### src/rtl/pc_predict_unit_pkg.sv
// Shared definitions for the fetch-stage next-PC predictor: Y86-64 icodes,
// jXX prediction policy encodings and the fetch FSM state type.
package pc_predict_unit_pkg;

    localparam logic [3:0] IHALT = 4'd0;
    localparam logic [3:0] IJXX  = 4'd7;
    localparam logic [3:0] ICALL = 4'd8;
    localparam logic [3:0] IRET  = 4'd9;

    localparam int PRED_TAKEN    = 0;
    localparam int PRED_NOTTAKEN = 1;
    localparam int PRED_BTFN     = 2;

    typedef enum logic [1:0] {
        RUN      = 2'd0,
        WAIT_RET = 2'd1,
        HALTED   = 2'd2
    } state_t;

endpackage

### src/rtl/pc_predict_unit_ras.sv
// Circular return-address stack: a push when full overwrites the oldest entry,
// and the occupancy count saturates at DEPTH.
module ras_stack #(
    parameter int DEPTH = 8,
    parameter int W     = 64
) (
    input  logic                       clk,
    input  logic                       rst,
    input  logic                       push,
    input  logic                       pop,
    input  logic [W-1:0]               push_data,
    output logic [W-1:0]               top,
    output logic [$clog2(DEPTH):0]     count,
    output logic                       empty,
    output logic                       full
);

    localparam int PTR_W = $clog2(DEPTH);
    localparam int CNT_W = PTR_W + 1;

    logic [W-1:0]     mem [DEPTH];
    logic [PTR_W-1:0] ptr;
    logic [PTR_W-1:0] ptr_dec;

    // ptr addresses the next free slot; the top of stack sits just below it
    assign ptr_dec = ptr - PTR_W'(1);
    assign top     = mem[ptr_dec];
    assign empty   = (count == '0);
    assign full    = (count == CNT_W'(DEPTH));

    always_ff @(posedge clk or posedge rst) begin
        if (rst) begin
            ptr   <= '0;
            count <= '0;
        end else if (push) begin
            ptr   <= ptr + PTR_W'(1);
            count <= full ? count : count + CNT_W'(1);
        end else if (pop && !empty) begin
            ptr   <= ptr_dec;
            count <= count - CNT_W'(1);
        end
    end

    // NOTE: storage is deliberately left out of reset; count gates every read,
    // so stale contents are never observed and the array maps onto plain RAM.
    always_ff @(posedge clk) begin
        if (push)
            mem[ptr] <= push_data;
    end

endmodule

### src/rtl/pc_predict_unit.sv
// Fetch-stage next-PC generator: static jXX prediction, RAS for call/ret,
// late redirects from memory/write-back, stall, halt and empty-RAS ret waiting.
module pc_predict_unit
    import pc_predict_unit_pkg::*;
#(
    parameter int                ADDR_W    = 64,
    parameter int                RAS_DEPTH = 8,
    parameter int                PRED_MODE = 0,
    parameter logic [ADDR_W-1:0] RESET_PC  = '0
) (
    input  logic                       clk,
    input  logic                       reset,
    input  logic                       f_valid,
    input  logic [3:0]                 f_icode,
    input  logic [3:0]                 f_ifun,
    input  logic [ADDR_W-1:0]          f_valC,
    input  logic [ADDR_W-1:0]          f_valP,
    input  logic                       stall,
    input  logic                       m_redirect,
    input  logic [ADDR_W-1:0]          m_target,
    input  logic                       w_redirect,
    input  logic [ADDR_W-1:0]          w_target,
    output logic [ADDR_W-1:0]          pc,
    output logic                       f_pred_taken,
    output logic                       f_ret_pred,
    output logic                       f_bubble,
    output logic [$clog2(RAS_DEPTH):0] ras_count
);

    state_t            state, state_nxt;
    logic [ADDR_W-1:0] pc_nxt;
    logic              jxx_taken;
    logic              fetch_live;
    logic              advance;
    logic              ras_push, ras_pop;
    logic [ADDR_W-1:0] ras_top;
    logic              ras_empty, ras_full;

    ras_stack #(
        .DEPTH (RAS_DEPTH),
        .W     (ADDR_W)
    ) u_ras (
        .clk       (clk),
        .rst       (reset),
        .push      (ras_push),
        .pop       (ras_pop),
        .push_data (f_valP),
        .top       (ras_top),
        .count     (ras_count),
        .empty     (ras_empty),
        .full      (ras_full)
    );

    // NOTE: every always_comb output gets a default first, so no path can
    // leave a signal unassigned and infer a latch.
    always_comb begin
        jxx_taken = (f_ifun == 4'd0)
                 || (PRED_MODE == PRED_TAKEN)
                 || ((PRED_MODE == PRED_BTFN) && (f_valC < f_valP));

        fetch_live   = (state == RUN) && f_valid;
        f_pred_taken = fetch_live && (f_icode == IJXX) && jxx_taken;
        f_ret_pred   = fetch_live && (f_icode == IRET) && !ras_empty;
        f_bubble     = (state != RUN);

        // Predictions only commit when nothing older overrides this cycle
        advance  = fetch_live && !stall && !m_redirect && !w_redirect;
        ras_push = advance && (f_icode == ICALL);
        ras_pop  = advance && (f_icode == IRET) && !ras_empty;

        pc_nxt    = pc;
        state_nxt = state;

        if (m_redirect) begin
            pc_nxt    = m_target;
            state_nxt = RUN;
        end else if (w_redirect) begin
            pc_nxt    = w_target;
            state_nxt = RUN;
        end else if (advance) begin
            case (f_icode)
                IJXX:    pc_nxt = jxx_taken ? f_valC : f_valP;
                ICALL:   pc_nxt = f_valC;
                IRET: begin
                    if (ras_empty)
                        state_nxt = WAIT_RET;
                    else
                        pc_nxt = ras_top;
                end
                IHALT: begin
                    pc_nxt    = f_valP;
                    state_nxt = HALTED;
                end
                default: pc_nxt = f_valP;
            endcase
        end
    end

    // NOTE: sequential state uses non-blocking assignments only, so every
    // register samples the pre-edge values regardless of block ordering.
    always_ff @(posedge clk or posedge reset) begin
        if (reset) begin
            pc    <= RESET_PC;
            state <= RUN;
        end else begin
            pc    <= pc_nxt;
            state <= state_nxt;
        end
    end

endmodule

### config.mk
export PLATFORM = sky130hd
export DESIGN_NAME = pc_predict_unit
export DESIGN_NICKNAME = d
export VERILOG_FILES = /design/src/rtl/pc_predict_unit_pkg.sv /design/src/rtl/pc_predict_unit_ras.sv /design/src/rtl/pc_predict_unit.sv
export SDC_FILE = /design/constraint.sdc
export NUM_CORES = 1
export LEC_CHECK = 0
export CAP_MARGIN = 20
export CORE_ASPECT_RATIO = 0.75
export CORE_MARGIN = 5
export CORE_UTILIZATION = 55
export CTS_CLUSTER_SIZE = 16
export DETAILED_ROUTE_END_ITERATION = 7
export HOLD_SLACK_MARGIN = 0.15
export PLACE_DENSITY = 0.8
export SLEW_MARGIN = 0
export SYNTH_ARGS = -nofsm -noshare
export SYNTH_HDL_FRONTEND = slang
export SYNTH_SLANG_ARGS = --single-unit
### constraint.sdc
create_clock -name clk -period 6.9 [get_ports clk]
set_input_delay 1.38 -clock clk [delete_from_list [all_inputs] [get_ports clk]]
set_output_delay 1.38 -clock clk [all_outputs]
set_load 0.02 [all_outputs]
==> impl_metrics.tcl, run 1 <==
set metrics [dict create \
    outcome "finished, final reports clean" \
    yosys_warnings 0 \
    p_leak_uw 0.01042 \
    timing.rr.end "pc[53]" \
    grt_max_degree 72 \
    worstSetupPathType "input pin to output pin" \
    clockRootBuffer "clkbuf_16" \
    rsz0062_at_grt "false" \
    dieArea_um2 49270 \
    crit_chain "clkdlybuf4s50_1 -> nand4bb_1 -> nor3_1 -> clkdlybuf4s50_1" \
    synth_edf_count 512 \
    crit_top_cell "clkdlybuf4s50_1" \
    finalHoldViolations 0 \
    coreArea_um2 44510 \
    tightestPinTransition_ps 1095 \
    syn-num-nets 1693 \
    hold_class "flop to flop" \
    rows 67 \
    synth_top_cell_area_share_pct 62.27 \
    vias 15480 \
    slew_headroom_pct 27.00 \
    synth_ff_type "edfxtp_1" \
    postSynthAreaPerCell_um2 17.40 \
    cts.path.max_buffers 3 \
    cp_data_required_time_ps 5520 \
    drt_iter0_drc 1712 \
    dp.cells 2255 \
    cts_num_sinks 585 \
    regToRegSetupSlack_ps 2890 \
    crit_end "f_ret_pred" \
    die_w_um 254.6 \
    synth_area_leaders "edfxtp_1 (62%), mux4_2 (12%), dfrtp_1 (7.4%), o211a_1 (2.6%), a221oi_1 (2.2%)" \
    post-route-drc-count 0 \
    clock.fmax_mhz 201.0 \
    cts_tree "done" \
    grt_pass1_vias 16030 \
    r2r_start "u_ras.ptr[0]" \
    detail-route-antenna-nets 0 \
    final_nets 2003 \
    clock_latency_ps 580 \
    cts_buffers 55 \
    overflow 0 \
    port_buffers 336 \
    synth_top_area_cell "edfxtp_1" \
    track_usage_pct 25.85 \
    ir_drop_uv 222.2 \
    nFillCells 2796 \
    post_cts_buffers 0 \
    crit_path_start_kind "input pin" \
    post-dp-hpwl_mm 37.92 \
    grt_pass1_wl_mm 97.88 \
    power.density_nw_per_um2 272.8 \
    cts-resized-gates 0 \
    pin_count 341 \
    fin_cells 2366 \
    clock_skew_ps 18.37 \
    cts_hold_buf 0 \
    hold_slack_ps 474.9 \
    synthToLayoutAreaGrowth_pct 23.39 \
    antenna_found_initial 11 \
    crit_start "f_icode[2]" \
    min_period_over_period_pct 72.11 \
    first_pass_iters 6 \
    drv_cap 0 \
    async_flop_share_pct 12.48 \
    seq_area_frac_synth_pct 69.67 \
    synthDistinctLibCells 49 \
    setup_tns_ps 0 \
    synth_cells 1419 \
    routedWlPerCell_um 27.37 \
    htreeDepth 2 \
    drive_above_1_share_pct 15.06 \
    die_h_um 193.5 \
    arrival_ps 3600 \
    gp_congestion 0.7649 \
    whs_path_depth 2 \
    avgViaCountPerCell 6.543 \
    slew_viol_final 0 \
    r2r_cells 7 \
    setup_viol 0 \
    fin_crit_ps 4976 \
    clkTransAtPathRegs_ps 60 \
    routed_wl_mm 64.75 \
    start_util_pct 55.46 \
    end_kind "output pin" \
    worst-path-max-fanout 7 \
    syn_area_um2 24690 \
    cpPeakStageDelay_ps 720 \
    slowest_stage "clkdlybuf4s50_1" \
    ys_ff_latch 585 \
]
-- stage by stage --
step / power, uW / utilization [%] / area (um2) / setup WS (ps)
after floorplan: 4939 / - / 24700 / 1333
after global placement: 5419 / 64.29 / 28620 / 1909
after detailed placement: 5450 / 64.29 / 28620 / 1911
after CTS: 8351 / 68.21 / 30360 / 2003
after global routing: 8615 / 68.42 / 30460 / 1849
final: 8309 / 68.44 / 30460 / 1924
-- Yosys cell counts, types with 2 or more instances --
library cell	count
and2_1	2
nor4_1	2
o22ai_1	64
a221oi_1	63
ha_1	4
nand2_1	138
dfrtp_1	73
a21o_1	63
o31ai_1	65
a22oi_1	64
buf_6	5
and3_1	3
inv_1	5
nor3b_1	2
nor2_1	12
a31oi_1	2
buf_2	56
clkbuf_1	48
edfxtp_1	512
nor3_1	4
o211a_1	63
xnor2_1	5
mux4_2	128
buf_4	6
and3b_1	2
a21oi_1	3
xor2_1	3
-- metal layers --
layer | track usage, % | wire (um) | vias up
met5 | 0 | 48 | -
met2 | 41.17 | 31620 | 829
met4 | 6.447 | 1227 | 8
met3 | 5.316 | 6011 | 101
li1 | - | - | 6573
met1 | 37.44 | 25840 | 7969
-- final cells by class --
cell class	instances	area, um2	share of cell area, %
Timing Repair Buffer	369	3724	12.22
Inverter	6	23.77	0.07804
Multi-Input combinational cell	712	7017	23.03
Tap cell	586	733.2	2.407
Clock inverter	22	185.2	0.6079
Clock buffer	79	1559	5.117
Sequential cell	585	17210	56.48
Antenna cell	7	17.52	0.05750
-- placed cells by master, fill, tap and decap left out, types with 2 or more instances in the layout --
cell type / Yosys / layout
edfxtp_1: 512 / 512
clkdlybuf4s50_1: 0 / 334
nand2_1: 138 / 137
mux4_2: 128 / 128
dfrtp_1: 73 / 72
o31ai_1: 65 / 65
o22ai_1: 64 / 64
a22oi_1: 64 / 64
a21o_1: 63 / 63
a221oi_1: 63 / 63
o211a_1: 63 / 63
clkbuf_16: 0 / 57
buf_4: 6 / 25
clkbuf_1: 48 / 17
clkinv_2: 0 / 10
diode_2: 0 / 7
nor2_4: 0 / 7
clkinv_1: 0 / 7
nor2_1: 12 / 6
xnor2_1: 5 / 5
clkbuf_8: 0 / 5
buf_12: 0 / 5
inv_1: 5 / 3
and3_1: 3 / 3
nor3_4: 1 / 3
xor2_1: 3 / 3
ha_1: 4 / 3
bufinv_16: 0 / 3
buf_16: 0 / 3
a21oi_1: 3 / 2
a21oi_4: 0 / 2
nor4_1: 2 / 2
inv_2: 1 / 2
nor3_1: 4 / 2
nor3b_1: 2 / 2
and3b_1: 2 / 2
a31oi_1: 2 / 2
clkinvlp_4: 0 / 2
buf_2: 56 / 2
-- worst min-delay path by stage --
stage | start | endpoint | slack [ps]
final | pc[7] | pc[7] | 470
after global routing | pc[6] | pc[6] | 500
after CTS | pc[4] | pc[4] | 480
after detailed placement | pc[4] | pc[4] | 470
after global placement | pc[50] | pc[50] | 460
after floorplan | state[1] | state[1] | 500
-- critical path: cells and delay by family --
family                 cells  cell delay [ps]
and+or+nand+nor            2              920
buffers and inverters      2             1300
-- sequential cells by signal (all words and copies together), names as in the netlist --
register / count
state: 2
u_ras.ptr: 3
pc: 64
u_ras.mem: 512
u_ras.count: 4
-- power breakdown --
part | internal (uW) | switching (uW) | leakage [uW]
logic | 731 | 669 | 0.00411
registers | 3910 | 71.9 | 0.00546
clock network | 1680 | 1250 | 0.000852
-- logic make-up after synthesis --
| group | synth area share, % |
|---|---|
| XOR/XNOR | 0.2838 |
| adder cells (fa/ha/maj) | 0.2027 |
| buffers and inverters | 2.382 |
| AO/OA/AOI/OAI | 12.59 |
| multiplexers | 11.68 |
| flip-flops | 69.67 |
| AND/OR/NAND/NOR | 3.188 |
Power figures use the tool's default switching activity.
==> run 2, diff against run 1 <==
==> constraint.sdc (replaced) <==
create_clock -name clk -period 4.6 [get_ports clk]
set_input_delay 0.92 -clock clk [delete_from_list [all_inputs] [get_ports clk]]
set_output_delay 0.92 -clock clk [all_outputs]
set_load 0.02 [all_outputs]
==> run 2 against run 1 <==
Global-route usage is 0.80 points higher. Register-to-register slack worse by 1500 ps. Worst hold slack worse by 1.2 ps. Clock power up 63%. Die area stayed put. Power rose by 55%. Combinational power is 54% higher. Critical path depth unchanged. Clock skew decreased by 7.3 ps. Setup slack got worse by 1400 ps. Largest power group unchanged. Flip-flop and latch count is the same. Final cell count barely moved. Highest routed layer unchanged.
==> impl_metrics.tcl, run 2 (synthesized netlist as in run 1, its figures left out) <==
set metrics [dict create \
    clock.fmax_mhz 243.4 \
    final_cell_mix "edfxtp_1 (512), clkdlybuf4s50_1 (334), nand2_1 (137)" \
    mostFrequentLayoutCell "edfxtp_1" \
    grt_pass1_vias 16190 \
    clkTransAtPathRegs_ps 60 \
    p_clk_share_pct 37.3 \
    dp.cells 2265 \
    hold_class "flop to flop" \
    routedWlPerCell_um 28.21 \
    outcome "finished, final reports clean" \
    top_regs "u_ras.mem x512, pc x64, u_ras.count x4" \
    port_buffers 336 \
    hold_slack_ps 473.7 \
    rsz0062_at_grt "false" \
    overflow 0 \
    tightestPinTransition_ps 1054 \
    rows 67 \
    setup_viol 0 \
    cts_hold_buf 0 \
    slew_viol_final 0 \
    die_w_um 254.6 \
    coreArea_um2 44510 \
    grt_pass1_wl_mm 100.4 \
    worstSetupPathType "input pin to output pin" \
    slew_headroom_pct 29.76 \
    cpPeakStageDelay_ps 720 \
    crit_top_cell "clkdlybuf4s50_1" \
    arrival_ps 3190 \
    crit_path_start_kind "input pin" \
    fin_cells 2368 \
    ir_drop_uv 298.8 \
    p_leak_uw 0.01055 \
    path_buf_inv 2 \
    cp_data_required_time_ps 3680 \
    p_sw_uw 3064 \
    first_pass_iters 6 \
    placed_area_um2 28720 \
    gp_congestion 0.7734 \
    finalHoldViolations 0 \
    power.total_uw 12870 \
    p_int_uw 9805 \
    antenna_found_initial 6 \
    die_h_um 193.5 \
    pwr-share-seq_pct 46.0 \
    cts_buffers 54 \
    drive_above_1_share_pct 16.12 \
    end_kind "output pin" \
    cts.path.max_buffers 3 \
    cp_top_family "buffers and inverters" \
    worst_slack_ps 492.2 \
    fin_crit_ps 4108 \
    post-dp-hpwl_mm 39.40 \
    post_cts_buffers 0 \
    crit_chain "clkdlybuf4s50_1 -> or3b_4 -> nor3_1 -> clkdlybuf4s50_1" \
    routed_wl_mm 66.81 \
    worst-path-max-fanout 2 \
    cts-resized-gates 0 \
    vias 15630 \
    drv_cap 0 \
    min_period_over_period_pct 89.30 \
    clock_skew_ps 11.04 \
    post-route-drc-count 0 \
    htreeDepth 2 \
    detail-route-antenna-nets 0 \
    cts_tree "done" \
    power.density_nw_per_um2 419.9 \
    drt_iter0_drc 1728 \
    pin_count 341 \
    clockRootBuffer "clkbuf_16" \
    dieArea_um2 49270 \
    final_nets 2009 \
    clock_latency_ps 580 \
    cts_num_sinks 585 \
    synthToLayoutAreaGrowth_pct 24.12 \
    final_area_um2 30640 \
    grt_max_degree 88 \
    slowest_stage "clkdlybuf4s50_1" \
    start_util_pct 55.46 \
    pwr-share-comb_pct 16.7 \
    avgViaCountPerCell 6.601 \
    regMostFlops "u_ras.mem" \
    switching_share_pct 23.81 \
    track_usage_pct 26.65 \
    dp_slack_ps 489.4 \
    largest_register_ff_count 512 \
]
## run 2: changes by cell type in the layout (fill, tap and decap cells not counted), sizes merged
cell,change
clkbuf,-10
clkinv,+5
diode,-5
bufinv,+6
inv,-1
buf,+7
## run 2: final timing paths
| path | start | end | slack [ps] | depth (start not counted) |
|---|---|---|---|---|
| worst max-delay path | f_valid | f_ret_pred | 490 | 4 |
| worst min-delay path | pc[3] | pc[3] | 470 | 2 |
| worst max register to register | u_ras.ptr[0] | pc[29] | 1380 | 6 |
| worst min register to register | pc[3] | pc[3] | 470 | 2 |
| max in group asynchronous | reset | pc[11] | 3020 | 3 |
| min in group asynchronous | reset | pc[35] | 760 | 2 |
## run 2: power by group through the flow
stage	registers, uW	clock network [uW]	logic, uW
3_5_place_dp	6030	0	2150
3_3_place_gp	6030	0	2110
5_1_grt	5930	5080	2290
2_1_floorplan	6120	0	1290
6_report	5920	4790	2150
4_1_cts	5920	4850	2170
## run 2: final cells by class
type | instances | area, um2
fillers | 2783 | 13870
diodes | 2 | 5.005
inverters | 6 | 23.77
clock buffers | 69 | 1531
repair buffers | 376 | 3741
clock inverters | 32 | 387.9
flip-flops and latches | 585 | 17210
multi-input cells | 712 | 7017
well taps | 586 | 733.2
## run 2: through the flow
step                util, %  setup TNS, ps
floorplan                 -        -222460
global placement      64.52              0
detailed placement    64.52              0
CTS                   68.83              0
global route          68.83              0
finish                68.84              0
## run 2: tightest hold or removal path: stages, from the launching register on
cell     delay (ps)
dfrtp_1         340
nand2_1          50
o31ai_1          50
## run 2: per-layer routing
metal  track usage (%)  up-vias  part of all wire (%)
met1             39.09     8011                    40
met3             5.987      167                    10
met2             40.87      870                    47
met4             7.989       10                   3.0
li1                  -     6574                     -
met5                 0        -                 0.088
==> run 3, diff against run 2 <==
--- a/config.mk
+++ b/config.mk
@@ -11,8 +11,9 @@
 export CORE_UTILIZATION = 55
 export CTS_CLUSTER_SIZE = 16
 export DETAILED_ROUTE_END_ITERATION = 7
+export DONT_BUFFER_PORTS = 1
 export HOLD_SLACK_MARGIN = 0.15
-export PLACE_DENSITY = 0.8
+export PLACE_DENSITY = 0.73
 export SLEW_MARGIN = 0
 export SYNTH_ARGS = -nofsm -noshare
 export SYNTH_HDL_FRONTEND = slang
==> constraint.sdc (replaced) <==
create_clock -name clk -period 3.72 [get_ports clk]
set_input_delay 0.744 -clock clk [delete_from_list [all_inputs] [get_ports clk]]
set_output_delay 0.744 -clock clk [all_outputs]
set_load 0.02 [all_outputs]
==> run 3 against run 2 <==
Sequential power increased by 26%. First-iteration DRC count decreased by 6.5%. Global-route usage decreased by 1.7 points. Combinational power decreased by 12%. Die area unchanged. Routed wire length decreased by 6.5%. Final area decreased by 11%. Clock skew increased by 8.3 ps. Setup slack improved by 310 ps. Core utilization decreased by 7.7 points. Register-to-register slack got worse by 580 ps. Critical path type is now flop to flop. Largest power group unchanged.
==> impl_metrics.tcl, run 3 (synthesized netlist as in run 1, its figures left out) <==
set metrics [dict create \
    outcome "finished, final reports clean" \
    pin_count 341 \
    regToRegSetupSlack_ps 800 \
    power.total_uw 14880 \
    slowest_stage "ha_4" \
    largest_register_ff_count 512 \
    cp_data_required_time_ps 4170 \
    crit_path_start_kind "flop" \
    overflow 0 \
    final_cell_mix "edfxtp_1 (512), nand2_1 (135), mux4_2 (128)" \
    start_util_pct 55.46 \
    hold_class "input pin to flop" \
    crit_start "u_ras.ptr[1]" \
    first_pass_iters 5 \
    coreArea_um2 44510 \
    worstSetupPathType "flop to flop" \
    ir_drop_uv 355.9 \
    clock_skew_ps 19.34 \
    p_leak_uw 0.009187 \
    clkTransAtPathRegs_ps 60 \
    routedWlPerCell_um 30.73 \
    crit_end "pc[12]" \
    die_w_um 254.6 \
    drive_above_1_share_pct 19.16 \
    crit_chain "inv_1 -> ha_4 -> buf_4 -> mux4_2 -> a221oi_1 -> o211a_1 -> o31ai_1" \
    mostFrequentLayoutCell "edfxtp_1" \
    slew_viol_final 0 \
    worst-path-max-fanout 30 \
    cts_num_sinks 585 \
    detail-route-antenna-nets 0 \
    cts_buffers 54 \
    synthToLayoutAreaGrowth_pct 10.26 \
    rows 67 \
    avgViaCountPerCell 7.031 \
    drt_iter0_drc 1616 \
    grt_pass1_wl_mm 92.65 \
    post-route-drc-count 0 \
    htreeDepth 2 \
    rsz0062_at_grt "false" \
    timing.rr.end "pc[12]" \
    dieArea_um2 49270 \
    grt_max_degree 91 \
    end_kind "flop" \
    gp_congestion 0.7947 \
    r2r_start "u_ras.ptr[1]" \
    finalHoldViolations 0 \
    vias 14290 \
    cts_hold_buf 1 \
    setup_viol 0 \
    clock.fmax_mhz 342.5 \
    post-dp-hpwl_mm 36.22 \
    min_period_over_period_pct 78.49 \
    tightestPinTransition_ps 1049 \
    top_regs "u_ras.mem x512, pc x64, u_ras.count x4" \
    clockRootBuffer "clkbuf_16" \
    antenna_cells 0 \
    setup_tns_ps 0 \
    track_usage_pct 24.91 \
    cts_tree "done" \
    grt_pass1_vias 14630 \
    multiInputGateArea_um2 7027 \
    routed_wl_mm 62.43 \
    fin_crit_ps 2920 \
    clock_latency_ps 600 \
    arrival_ps 3370 \
    regMostFlops "u_ras.mem" \
    antenna_found_initial 0 \
    r2r_cells 7 \
    post_cts_buffers 0 \
    nFillCells 3102 \
    cts-resized-gates 0 \
    drv_cap 0 \
    slew_headroom_pct 30.05 \
    die_h_um 193.5 \
    seqCellArea_um2 17210 \
    power.density_nw_per_um2 546.7 \
    final_nets 1675 \
    hold_slack_ps 238.0 \
    cts.path.max_buffers 3 \
    port_buffers 0 \
    cpPeakStageDelay_ps 620 \
]
-- run 3: how the worst min path moves through the flow --
stage	cells after the start	end	slack, ps	start
after detailed placement	2	state[0]	540	state[0]
after global placement	2	state[0]	540	state[0]
after floorplan	2	state[1]	500	state[1]
after global routing	0	u_ras.mem[6][34]	210	f_valP[34]
after CTS	0	u_ras.mem[5][51]	200	f_valP[51]
final	0	u_ras.mem[1][41]	240	f_valP[41]
-- run 3: area by class of cell --
type | count | share of cell area, %
inverter | 6 | 0.08733
timing repair buffer | 42 | 1.765
tap | 586 | 2.694
multi-input combinational | 712 | 25.81
clock inverter | 31 | 1.135
sequential | 585 | 63.21
clock buffer | 70 | 5.300
-- run 3: per-layer routing --
| layer | track usage [%] | routed length, um |
|---|---|---|
| met5 | 0 | 0 |
| met4 | 6.229 | 1162 |
| met3 | 6.377 | 6339 |
| met2 | 39.01 | 29840 |
| met1 | 35.79 | 25090 |
-- run 3: per-stage QoR --
stage,setup WS (ps),area (um2),std cells,utilization (%)
after floorplan,-146.6,24750,1419,-
after global placement,704.4,25440,1929,57.15
after global routing,604.7,27220,2032,61.15
after detailed placement,661.0,25460,1930,57.19
after CTS,745.3,27220,2032,61.15
final,800.2,27220,2032,61.15
-- run 3: power breakdown --
| group | internal, uW | switching, uW | total [uW] |
|---|---|---|---|
| clock | 3160 | 2360 | 5510 |
| sequential | 7250 | 229 | 7480 |
| combinational | 956 | 936 | 1890 |
| total | 11400 | 3520 | 14900 |
-- run 3: worst max-delay path, delay by kind of cell (launching register included) --
family,cells,cell delay [ps]
AOI/OAI and AO/OA,3,640
buffers and inverters,2,620
adders and majority gates,1,620
DFF,1,520
muxes,1,360
